$ cat src/rtl/param_ram_pkg.sv
// Shared types and helpers for the parametrised data RAM.
package ram_pkg;

    typedef logic [0:0] state_t;

    localparam state_t CLEAR = 1'b0;
    localparam state_t RUN   = 1'b1;

    function automatic int be_width(input int data_w);
        return data_w / 8;
    endfunction

    // Never returns less than 1 so a DEPTH of 1 still gets a real counter bit.
    function automatic int clog2(input int n);
        int r;
        r = 1;
        for (int i = 1; i < 31; i++) begin
            if ((1 << i) < n) begin
                r = i + 1;
            end
        end
        return r;
    endfunction

endpackage

$ cat src/rtl/param_ram_if.sv
// Request/response bundle between a load/store unit and the data RAM.
interface param_ram_if #(
    parameter int DATA_W = 32,
    parameter int ADDR_W = 32
);
    localparam int BE_W = ram_pkg::be_width(DATA_W);

    logic              req_valid;
    logic              req_ready;
    logic              req_wr;
    logic [ADDR_W-1:0] req_addr;
    logic [DATA_W-1:0] req_wdata;
    logic [BE_W-1:0]   req_be;
    logic              rd_valid;
    logic [DATA_W-1:0] rd_data;
    logic              err;
    logic              busy;

    modport master (
        output req_valid, req_wr, req_addr, req_wdata, req_be,
        input  req_ready, rd_valid, rd_data, err, busy
    );

    modport slave (
        input  req_valid, req_wr, req_addr, req_wdata, req_be,
        output req_ready, rd_valid, rd_data, err, busy
    );

endinterface

$ cat src/rtl/param_ram_core.sv
// Storage array with byte-lane writes and a registered read port; one access per cycle.
// No reset: contents and read register are only defined once written.
module param_ram_core
    import ram_pkg::*;
#(
    parameter int DATA_W = 32,
    parameter int DEPTH  = 32,
    parameter int IDX_W  = 5
) (
    input  logic                        i_clk,
    input  logic                        i_en,
    input  logic                        i_we,
    input  logic [IDX_W-1:0]            i_addr,
    input  logic [DATA_W-1:0]           i_wdata,
    input  logic [be_width(DATA_W)-1:0] i_be,
    output logic [DATA_W-1:0]           o_rdata
);

    localparam int BE_W = be_width(DATA_W);

    logic [DATA_W-1:0] r_mem [DEPTH];
    logic [DATA_W-1:0] r_rdata;

    always_ff @(posedge i_clk) begin
        if (i_en) begin
            if (i_we) begin
                for (int b = 0; b < BE_W; b++) begin
                    if (i_be[b]) begin
                        r_mem[i_addr][8*b +: 8] <= i_wdata[8*b +: 8];
                    end
                end
            end else begin
                r_rdata <= r_mem[i_addr];
            end
        end
    end

    assign o_rdata = r_rdata;

endmodule

$ cat src/rtl/param_ram.sv
// Single-port word-addressed data RAM: optional zero-fill after reset, range check, 1/2-cycle reads.
// No response backpressure; req_ready is low only during the post-reset clear.
module param_ram
    import ram_pkg::*;
#(
    parameter int DATA_W         = 32,
    parameter int ADDR_W         = 32,
    parameter int DEPTH          = 32,
    parameter int READ_LAT       = 1,
    parameter int CLEAR_ON_RESET = 1
) (
    input  logic        i_clk,
    input  logic        i_rst,
    param_ram_if.slave  io_bus
);

    localparam int             BE_W      = be_width(DATA_W);
    localparam int             IDX_W     = clog2(DEPTH);
    localparam logic [ADDR_W:0] DEPTH_C  = (ADDR_W + 1)'(DEPTH);
    localparam logic [IDX_W-1:0] LAST_IDX = IDX_W'(DEPTH - 1);
    localparam state_t         RST_STATE = (CLEAR_ON_RESET != 0) ? CLEAR : RUN;

    state_t            r_state;
    logic [IDX_W-1:0]  r_clr_cnt;

    logic              w_clearing;
    logic              w_accept;
    logic              w_in_range;
    logic              w_rd_acc;

    logic              w_mem_en;
    logic              w_mem_we;
    logic [IDX_W-1:0]  w_mem_addr;
    logic [DATA_W-1:0] w_mem_wdata;
    logic [BE_W-1:0]   w_mem_be;
    logic [DATA_W-1:0] w_core_rdata;

    logic              r_rv1;
    logic              r_err1;
    logic              r_zero;
    logic [DATA_W-1:0] w_rd_data1;

    assign w_clearing       = (r_state == CLEAR);
    assign io_bus.req_ready = !w_clearing;
    assign io_bus.busy      = w_clearing;

    assign w_accept   = io_bus.req_valid & io_bus.req_ready;
    assign w_in_range = ({1'b0, io_bus.req_addr} < DEPTH_C);
    assign w_rd_acc   = w_accept & !io_bus.req_wr;

    always_ff @(posedge i_clk or posedge i_rst) begin
        if (i_rst) begin
            r_state   <= RST_STATE;
            r_clr_cnt <= '0;
        end else if (w_clearing) begin
            r_clr_cnt <= r_clr_cnt + 1'b1;
            if (r_clr_cnt == LAST_IDX) begin
                r_state <= RUN;
            end
        end
    end

    // Clear owns the port while it runs; out-of-range requests never reach the array.
    assign w_mem_en    = w_clearing | (w_accept & w_in_range);
    assign w_mem_we    = w_clearing | io_bus.req_wr;
    assign w_mem_addr  = w_clearing ? r_clr_cnt : io_bus.req_addr[IDX_W-1:0];
    assign w_mem_wdata = w_clearing ? '0 : io_bus.req_wdata;
    assign w_mem_be    = w_clearing ? '1 : io_bus.req_be;

    param_ram_core #(
        .DATA_W (DATA_W),
        .DEPTH  (DEPTH),
        .IDX_W  (IDX_W)
    ) u_core (
        .i_clk   (i_clk),
        .i_en    (w_mem_en),
        .i_we    (w_mem_we),
        .i_addr  (w_mem_addr),
        .i_wdata (w_mem_wdata),
        .i_be    (w_mem_be),
        .o_rdata (w_core_rdata)
    );

    // r_zero masks the unreset core register until the first in-range read, and after any
    // out-of-range read, so rd_data reads 0 and holds it between pulses.
    always_ff @(posedge i_clk or posedge i_rst) begin
        if (i_rst) begin
            r_rv1  <= 1'b0;
            r_err1 <= 1'b0;
            r_zero <= 1'b1;
        end else begin
            r_rv1  <= w_rd_acc;
            r_err1 <= w_accept & !w_in_range;
            if (w_rd_acc) begin
                r_zero <= !w_in_range;
            end
        end
    end

    assign w_rd_data1 = r_zero ? '0 : w_core_rdata;

    generate
        if (READ_LAT == 2) begin : g_lat2
            logic              r_rv2;
            logic              r_err2;
            logic [DATA_W-1:0] r_rd_data2;

            always_ff @(posedge i_clk or posedge i_rst) begin
                if (i_rst) begin
                    r_rv2      <= 1'b0;
                    r_err2     <= 1'b0;
                    r_rd_data2 <= '0;
                end else begin
                    r_rv2  <= r_rv1;
                    r_err2 <= r_err1;
                    if (r_rv1) begin
                        r_rd_data2 <= w_rd_data1;
                    end
                end
            end

            assign io_bus.rd_valid = r_rv2;
            assign io_bus.err      = r_err2;
            assign io_bus.rd_data  = r_rd_data2;
        end else begin : g_lat1
            assign io_bus.rd_valid = r_rv1;
            assign io_bus.err      = r_err1;
            assign io_bus.rd_data  = w_rd_data1;
        end
    endgenerate

endmodule

$ cat src/flat_wrapper.sv
// flat-port wrapper written by rule: the top's interface ports become plain ports
module param_ram_flat import ram_pkg::*;
#(
    parameter int DATA_W         = 32,
    parameter int ADDR_W         = 32,
    parameter int DEPTH          = 32,
    parameter int READ_LAT       = 1,
    parameter int CLEAR_ON_RESET = 1
)
  (i_clk, i_rst, io_bus_req_valid, io_bus_req_wr, io_bus_req_addr, io_bus_req_wdata, io_bus_req_be, io_bus_req_ready, io_bus_rd_valid, io_bus_rd_data, io_bus_err, io_bus_busy);
  param_ram_if #(.DATA_W(DATA_W), .ADDR_W(ADDR_W)) io_bus_i ();
  input  logic i_clk;
  input  logic i_rst;
  input wire logic [$bits(io_bus_i.req_valid)-1:0] io_bus_req_valid;
  input wire logic [$bits(io_bus_i.req_wr)-1:0] io_bus_req_wr;
  input wire logic [$bits(io_bus_i.req_addr)-1:0] io_bus_req_addr;
  input wire logic [$bits(io_bus_i.req_wdata)-1:0] io_bus_req_wdata;
  input wire logic [$bits(io_bus_i.req_be)-1:0] io_bus_req_be;
  output wire logic [$bits(io_bus_i.req_ready)-1:0] io_bus_req_ready;
  output wire logic [$bits(io_bus_i.rd_valid)-1:0] io_bus_rd_valid;
  output wire logic [$bits(io_bus_i.rd_data)-1:0] io_bus_rd_data;
  output wire logic [$bits(io_bus_i.err)-1:0] io_bus_err;
  output wire logic [$bits(io_bus_i.busy)-1:0] io_bus_busy;
  assign io_bus_i.req_valid = io_bus_req_valid;
  assign io_bus_i.req_wr = io_bus_req_wr;
  assign io_bus_i.req_addr = io_bus_req_addr;
  assign io_bus_i.req_wdata = io_bus_req_wdata;
  assign io_bus_i.req_be = io_bus_req_be;
  assign io_bus_req_ready = io_bus_i.req_ready;
  assign io_bus_rd_valid = io_bus_i.rd_valid;
  assign io_bus_rd_data = io_bus_i.rd_data;
  assign io_bus_err = io_bus_i.err;
  assign io_bus_busy = io_bus_i.busy;
  param_ram #(.DATA_W(DATA_W), .ADDR_W(ADDR_W), .DEPTH(DEPTH), .READ_LAT(READ_LAT), .CLEAR_ON_RESET(CLEAR_ON_RESET)) u_core (.i_clk(i_clk), .i_rst(i_rst), .io_bus(io_bus_i));
endmodule
$ cat config.mk
export PLATFORM = sky130hd
export DESIGN_NAME = param_ram_flat
export DESIGN_NICKNAME = d
export VERILOG_FILES = /design/src/rtl/param_ram_pkg.sv /design/src/rtl/param_ram_if.sv /design/src/rtl/param_ram_core.sv /design/src/rtl/param_ram.sv /design/src/flat_wrapper.sv
export SDC_FILE = /design/constraint.sdc
export NUM_CORES = 1
export LEC_CHECK = 0
export CORE_ASPECT_RATIO = 2
export CORE_MARGIN = 5
export CORE_UTILIZATION = 45
export CTS_BUF_LIST = sky130_fd_sc_hd__clkbuf_4 sky130_fd_sc_hd__clkbuf_8
export CTS_CLUSTER_DIAMETER = 150
export CTS_CLUSTER_SIZE = 24
export DETAILED_ROUTE_END_ITERATION = 7
export PLACE_DENSITY = 0.69
export SLEW_MARGIN = 20
export SYNTH_ARGS = -nofsm -noshare
export SYNTH_HDL_FRONTEND = slang
export SYNTH_SLANG_ARGS = --single-unit
export TNS_END_PERCENT = 10
$ cat constraint.sdc
create_clock -name i_clk -period 6.85 [get_ports i_clk]
set_input_delay 2.055 -clock i_clk [delete_from_list [all_inputs] [get_ports i_clk]]
set_output_delay 2.055 -clock i_clk [all_outputs]
set_load 0.03 [all_outputs]
# == Word-level counts from Yosys, hierarchy flattened ==
# Memory sizes are Yosys's and may differ from the RTL's. A register that Yosys moved wholly into a read port is not among the register bits.
# Index checks and enable logic that the tools add are counted.
# word_totals
regBits,9
in_bits,72
ram_bits,1024
word_cells,42
mem_count,1
# classes
order_cmp,1
muxes,22
eq_ne,1
n_reduce_logical,3
bitwise,8
add_sub_neg,1
# memory_table
memory,depth,word_bits,rd,rd_clocked_by_memory_dff,wr,line,text
u_core.u_core.r_mem,32,32,1,1,1,param_ram_core.sv:21,logic [DATA_W-1:0] r_mem [DEPTH];
# ops
operator,n
two-way mux 32 bit,2
less-than comparator 32 x 6 -> 1 bit (second input constant),1
two-way mux 1 bit,18
adder 5 x 1 -> 5 bit (second input constant),1
equality test 5 bit (second input constant),1
two-way mux 5 bit,1
AND 1 bit,4
two-way mux 4 bit,1
logical NOT 1 bit,2
NOT 1 bit,2
OR 1 bit,2
AND reduction 2 bit,1

# == Longest topological paths before layout ==
# depth
ltp_word,5
depth_mapped,9

# == Modules after synthesis ==
# A second synthesis with hierarchy kept.
# unflattened
hier_cells,2375
hier_area_um2,41554.9
# modules_own_cells
module,area_each_um2,instances,cells_per_inst,seq_area_each_um2
param_ram_core,40595.2,1,2254,31710.4
param_ram,959.7,1,121,226.5

# == Worst setup path before layout ==
# No wires, ideal clock.
# synth_path
path_type,input-to-reg
from,input port io_bus_req_addr[28]
to,"register u_core.u_core.r_rdata[0], in the netlist u_core.u_core.o_rdata[0] (read register of u_core.u_core.r_mem) (enable)"
setup_ps,505
slack_ps,620
required_time_ps,6345
path_stages,3
t_arrival_ps,5725
cell_sequence,nor4_1 -> nand4_1 -> nor4_1
# synth_via
elab_chain_cells,4
# synth_rtl
item,line,text
"start, declared",flat_wrapper.sv:16,input wire logic [$bits(io_bus_i.req_addr)-1:0] io_bus_req_addr;
less-than comparator 32 x 6 -> 1 bit,param_ram.sv:48,"assign w_in_range = ({1'b0, io_bus.req_addr} < DEPTH_C);"
AND 1 bit,param_ram.sv:64,assign w_mem_en = w_clearing | (w_accept & w_in_range);
OR 1 bit,param_ram.sv:64,
AND reduction 2 bit (no source line),-,
"end, declared",param_ram_core.sv:22,logic [DATA_W-1:0] r_rdata;
# No other way between the ends.
# A chain may end at the register's enable or synchronous reset.

# == Final worst setup path ==
# layout_path
from,register u_core.r_zero
to,output port io_bus_rd_data[18]
# layout_via
elab_chain_cells,1
# layout_rtl
item,line,text
"start, declared",param_ram.sv:40,logic r_zero;
"start signal, assigned",param_ram.sv:95,r_zero <= !w_in_range;
two-way mux 32 bit,param_ram.sv:100,assign w_rd_data1 = r_zero ? '0 : w_core_rdata;
"end, declared",flat_wrapper.sv:21,output wire logic [$bits(io_bus_i.rd_data)-1:0] io_bus_rd_data;
# No other way between the ends.

==> summary.md <==
| Metric | Value |
|---|---|
| Status | completed |
| Drc violations | 0 |
| Final hold vios | 0 |
| H-tree depth | 2 |
| Final nets | between 2000 and 2500 |
| Family with the most delay on the worst path | buffers and inverters |
| Sink Count | about 1100 |
| Fin. max-slew vios | 0 |
| Cell area after synthesis | between 40000 and 50000 um^2 |
| Setup TNS | 0 ns |
| Sequential-to-total area share from yosys stat | 0.772 |
| Most used DFF post-synth | edfxtp_1 |
| Critical path endpoint category | output port |
| Worst EP arrival | roughly 2.6 ns |
| Kind of critical path | reg2out |
| Commonest non-fill, non-tap cells in the layout | 1056 x edfxtp_1, 214 x o21ai_0, 190 x mux4_2, 109 x buf_4, 107 x clkdlybuf4s50_1 |
| Worst path required time | 4.80 ns |
| Post-Synthesis Cells | ~2200 |
| VDD IR max | 137 uV |
| Design Power | 10.4 mW |
| Final Skew | 0.0393 ns |
| Fin Hold WS | 0.567 ns |
| Via count | 21800 |
| DIE HEIGHT | 439 um |
| Most common cell after layout, fill and taps aside | edfxtp_1 |
| CP Cell Sequence | buf_4 > nor2b_1 > clkdlybuf4s50_1 |
| Slew @ Worst Pin | 1.18 ns |
| Highest Clock Rate | 214 MHz |
| Post-synth cell types | 49 |
| Slowest-stage cell, CP | clkdlybuf4s50_1 |
| First-pass GRT wire length | 153000 um |
| Core ar. | 91300 um^2 |
| Clock-pin slew on the worst setup and hold paths | 0.14 ns |
| DIE WIDTH | 224 um |
| Clk root buf | clkbuf_8 |
| Pre-Repair DR Iteration Count | 6 |
| Grt total ovfl | 0 |
| GRT Util Overall | 0.210 |
| ANT nets after route | 0 |
| TritonCTS Buffers | 50 |
| TritonCTS clock tree | done |
| DP Wirelength | between 60000 and 70000 um |
| Synthesized area per cell | ~19 um^2 |
| Total of max-cap violations | 0 |
| Warnings from Yosys | 0 |
| Post-route clock period utilization | 0.682 |
| Layout cells sized above 1 | 0.211 |
| Total Wirelength | 105000 um |
| # IOs | about 110 |
| Pin count of the biggest net entering global routing | 106 |
| Maximum clock path buffer count | 3 |
| Count of final setup violators | 0 |
| Power per cell area | 228 nW/um^2 |
| Routed length per placed instance | 29.9 um |
| 1st-iter DRT viols | 2179 |
| Area Overhead vs Synth | 10.1% |
| Post-synthesis net count | 2237 |
| Initial antenna violation count | 1 |
| EDFF count, synth | 1056 |
| Max FO, Critical Path | 26 |
| Fraction of registers with async set/reset | 0.00845 |
| Row cnt | 157 |
| Post-CTS setup buffers | 0 |
| Vias per cell | 6.23 |
| Worst hold path class | reg2reg |
| Startpoint types | flop |
| Initial Util | 0.453 |
| GP Congestion | 0.884 |
| RSZ-0062 raised after global routing | no |
| Clock network latency to the later pin of the worst-skew pair | 0.71 ns |
| Layout fillers | 7231 |
| Buf+Inv Stages, Crit Path | 2 |
| Hold-fix buffers, CTS | 0 |
| Vias in the first global route | 22500 |
| Slew headroom | 0.208 |
| Leakage Power | ~13 nW |
| CP peak stage delay | 0.64 ns |
| Seq cells post-synth | 1065 |
| Die area | 98500 um^2 |
| IO Port Bufs | 107 |
| Post_cts resized | 0 |
| Period minus WS final | 4.67 ns |
-- worst register-to-register path, stage by stage (launching register included) --
cell and delay [ns]:
dfrtp_2 0.38, buf_4 0.62, mux2i_1 0.57, a21oi_4 0.78
nand2_1 0.46, nor2_1 0.79
-- where the power goes --
group,leakage (nW),internal (mW),total (mW),switching (mW)
Sequential,9.61,7.16,7.16,0.000363
Clock,0.476,0.823,2.63,1.81
Combinational,3.25,0.212,0.593,0.381
-- layer usage --
metal,wire length [um],global-route usage
met1,36700,0.251
met2,56400,0.382
met3,6270,0.0227
met4,5310,0.0899
met5,0,0
-- cell usage after synthesis, types with 4 or more instances --
master,n,share of area
a41oi_1,52,0.011
nand2b_1,4,0.00060
buf_1,5,0.00045
nor2b_1,33,0.0050
or2_2,7,0.0011
dfrtp_1,8,0.0048
nor3b_1,5,0.00091
mux2_2,7,0.0019
nor2_1,26,0.0024
o21ai_0,214,0.026
and3b_1,4,0.00085
a22oi_1,75,0.014
nand4_1,29,0.0044
nor4_1,7,0.0011
clkbuf_1,100,0.0091
a22o_1,10,0.0021
nor3_1,116,0.014
buf_6,5,0.0014
buf_2,46,0.0056
and2_1,32,0.0048
mux4_2,190,0.10
a21oi_1,64,0.0077
o21a_1,5,0.00091
edfxtp_1,1056,0.77
nand2_1,18,0.0016
-- sequential cells by signal (all words and copies together), names as in the netlist --
register / flops
u_core.io_bus.req_ready: 1
u_core.io_bus.err: 1
u_core.r_zero: 1
u_core.io_bus.rd_valid: 1
u_core.r_clr_cnt: 5
u_core.u_core.o_rdata: 32
u_core.u_core.r_mem: 1024
-- stage by stage --
stage | std cells | area (um^2) | util | setup slack, ns
2_1_floorplan | 2163 | 41400 | - | 0.620
5_1_grt | 3495 | 45500 | 0.499 | 2.05
6_report | 3495 | 45500 | 0.499 | 2.18
3_5_place_dp | 3419 | 44400 | 0.486 | 1.47
4_1_cts | 3492 | 45300 | 0.496 | 2.00
3_3_place_gp | 3419 | 44300 | 0.486 | 1.53
-- cell type report --
cell class	count	area (um^2)	area share
clock buffer	72	872	0.0191
clock inverter	1	16.3	0.000357
timing repair buffer	225	2070	0.0455
multi-input combinational	936	9140	0.201
inverter	3	11.3	0.000247
antenna	1	2.50	0.0000549
sequential	1065	31900	0.701
tap	1192	1490	0.0327
-- path summary, 6_finish.rpt --
kind                                              startpoint                                     to  slack (ns)  depth (start not counted)
min                                u_core.r_zero$_DFFE_PP1P_              u_core.r_zero$_DFFE_PP1P_        0.57                          2
max reg2reg                u_core.io_bus.req_ready$_DFF_PP0_  u_core.u_core.r_mem[29][21]$_DFFE_PP_        2.89                          5
min reg2reg                        u_core.r_zero$_DFFE_PP1P_              u_core.r_zero$_DFFE_PP1P_        0.57                          2
min in group asynchronous                              i_rst        u_core.r_clr_cnt[4]$_DFFE_PP0N_        1.63                          2
max                                u_core.r_zero$_DFFE_PP1P_                     io_bus_rd_data[18]        2.18                          3
max in group asynchronous                              i_rst              u_core.r_zero$_DFFE_PP1P_        4.89                          2
-- logic make-up (layout without fill, tap and decap cells) --
group | after synthesis | in the layout | synth area share
flops | 1065 | 1065 | 0.772
other cells | 0 | 1 | 0
fa+ha+maj | 2 | 2 | 0.000605
mux | 200 | 200 | 0.106
buf+inv | 162 | 301 | 0.0173
simple gates | 292 | 292 | 0.0386
xor+xnor | 3 | 3 | 0.000635
compound gates | 439 | 439 | 0.0650
Power figures use the tool's default switching activity.
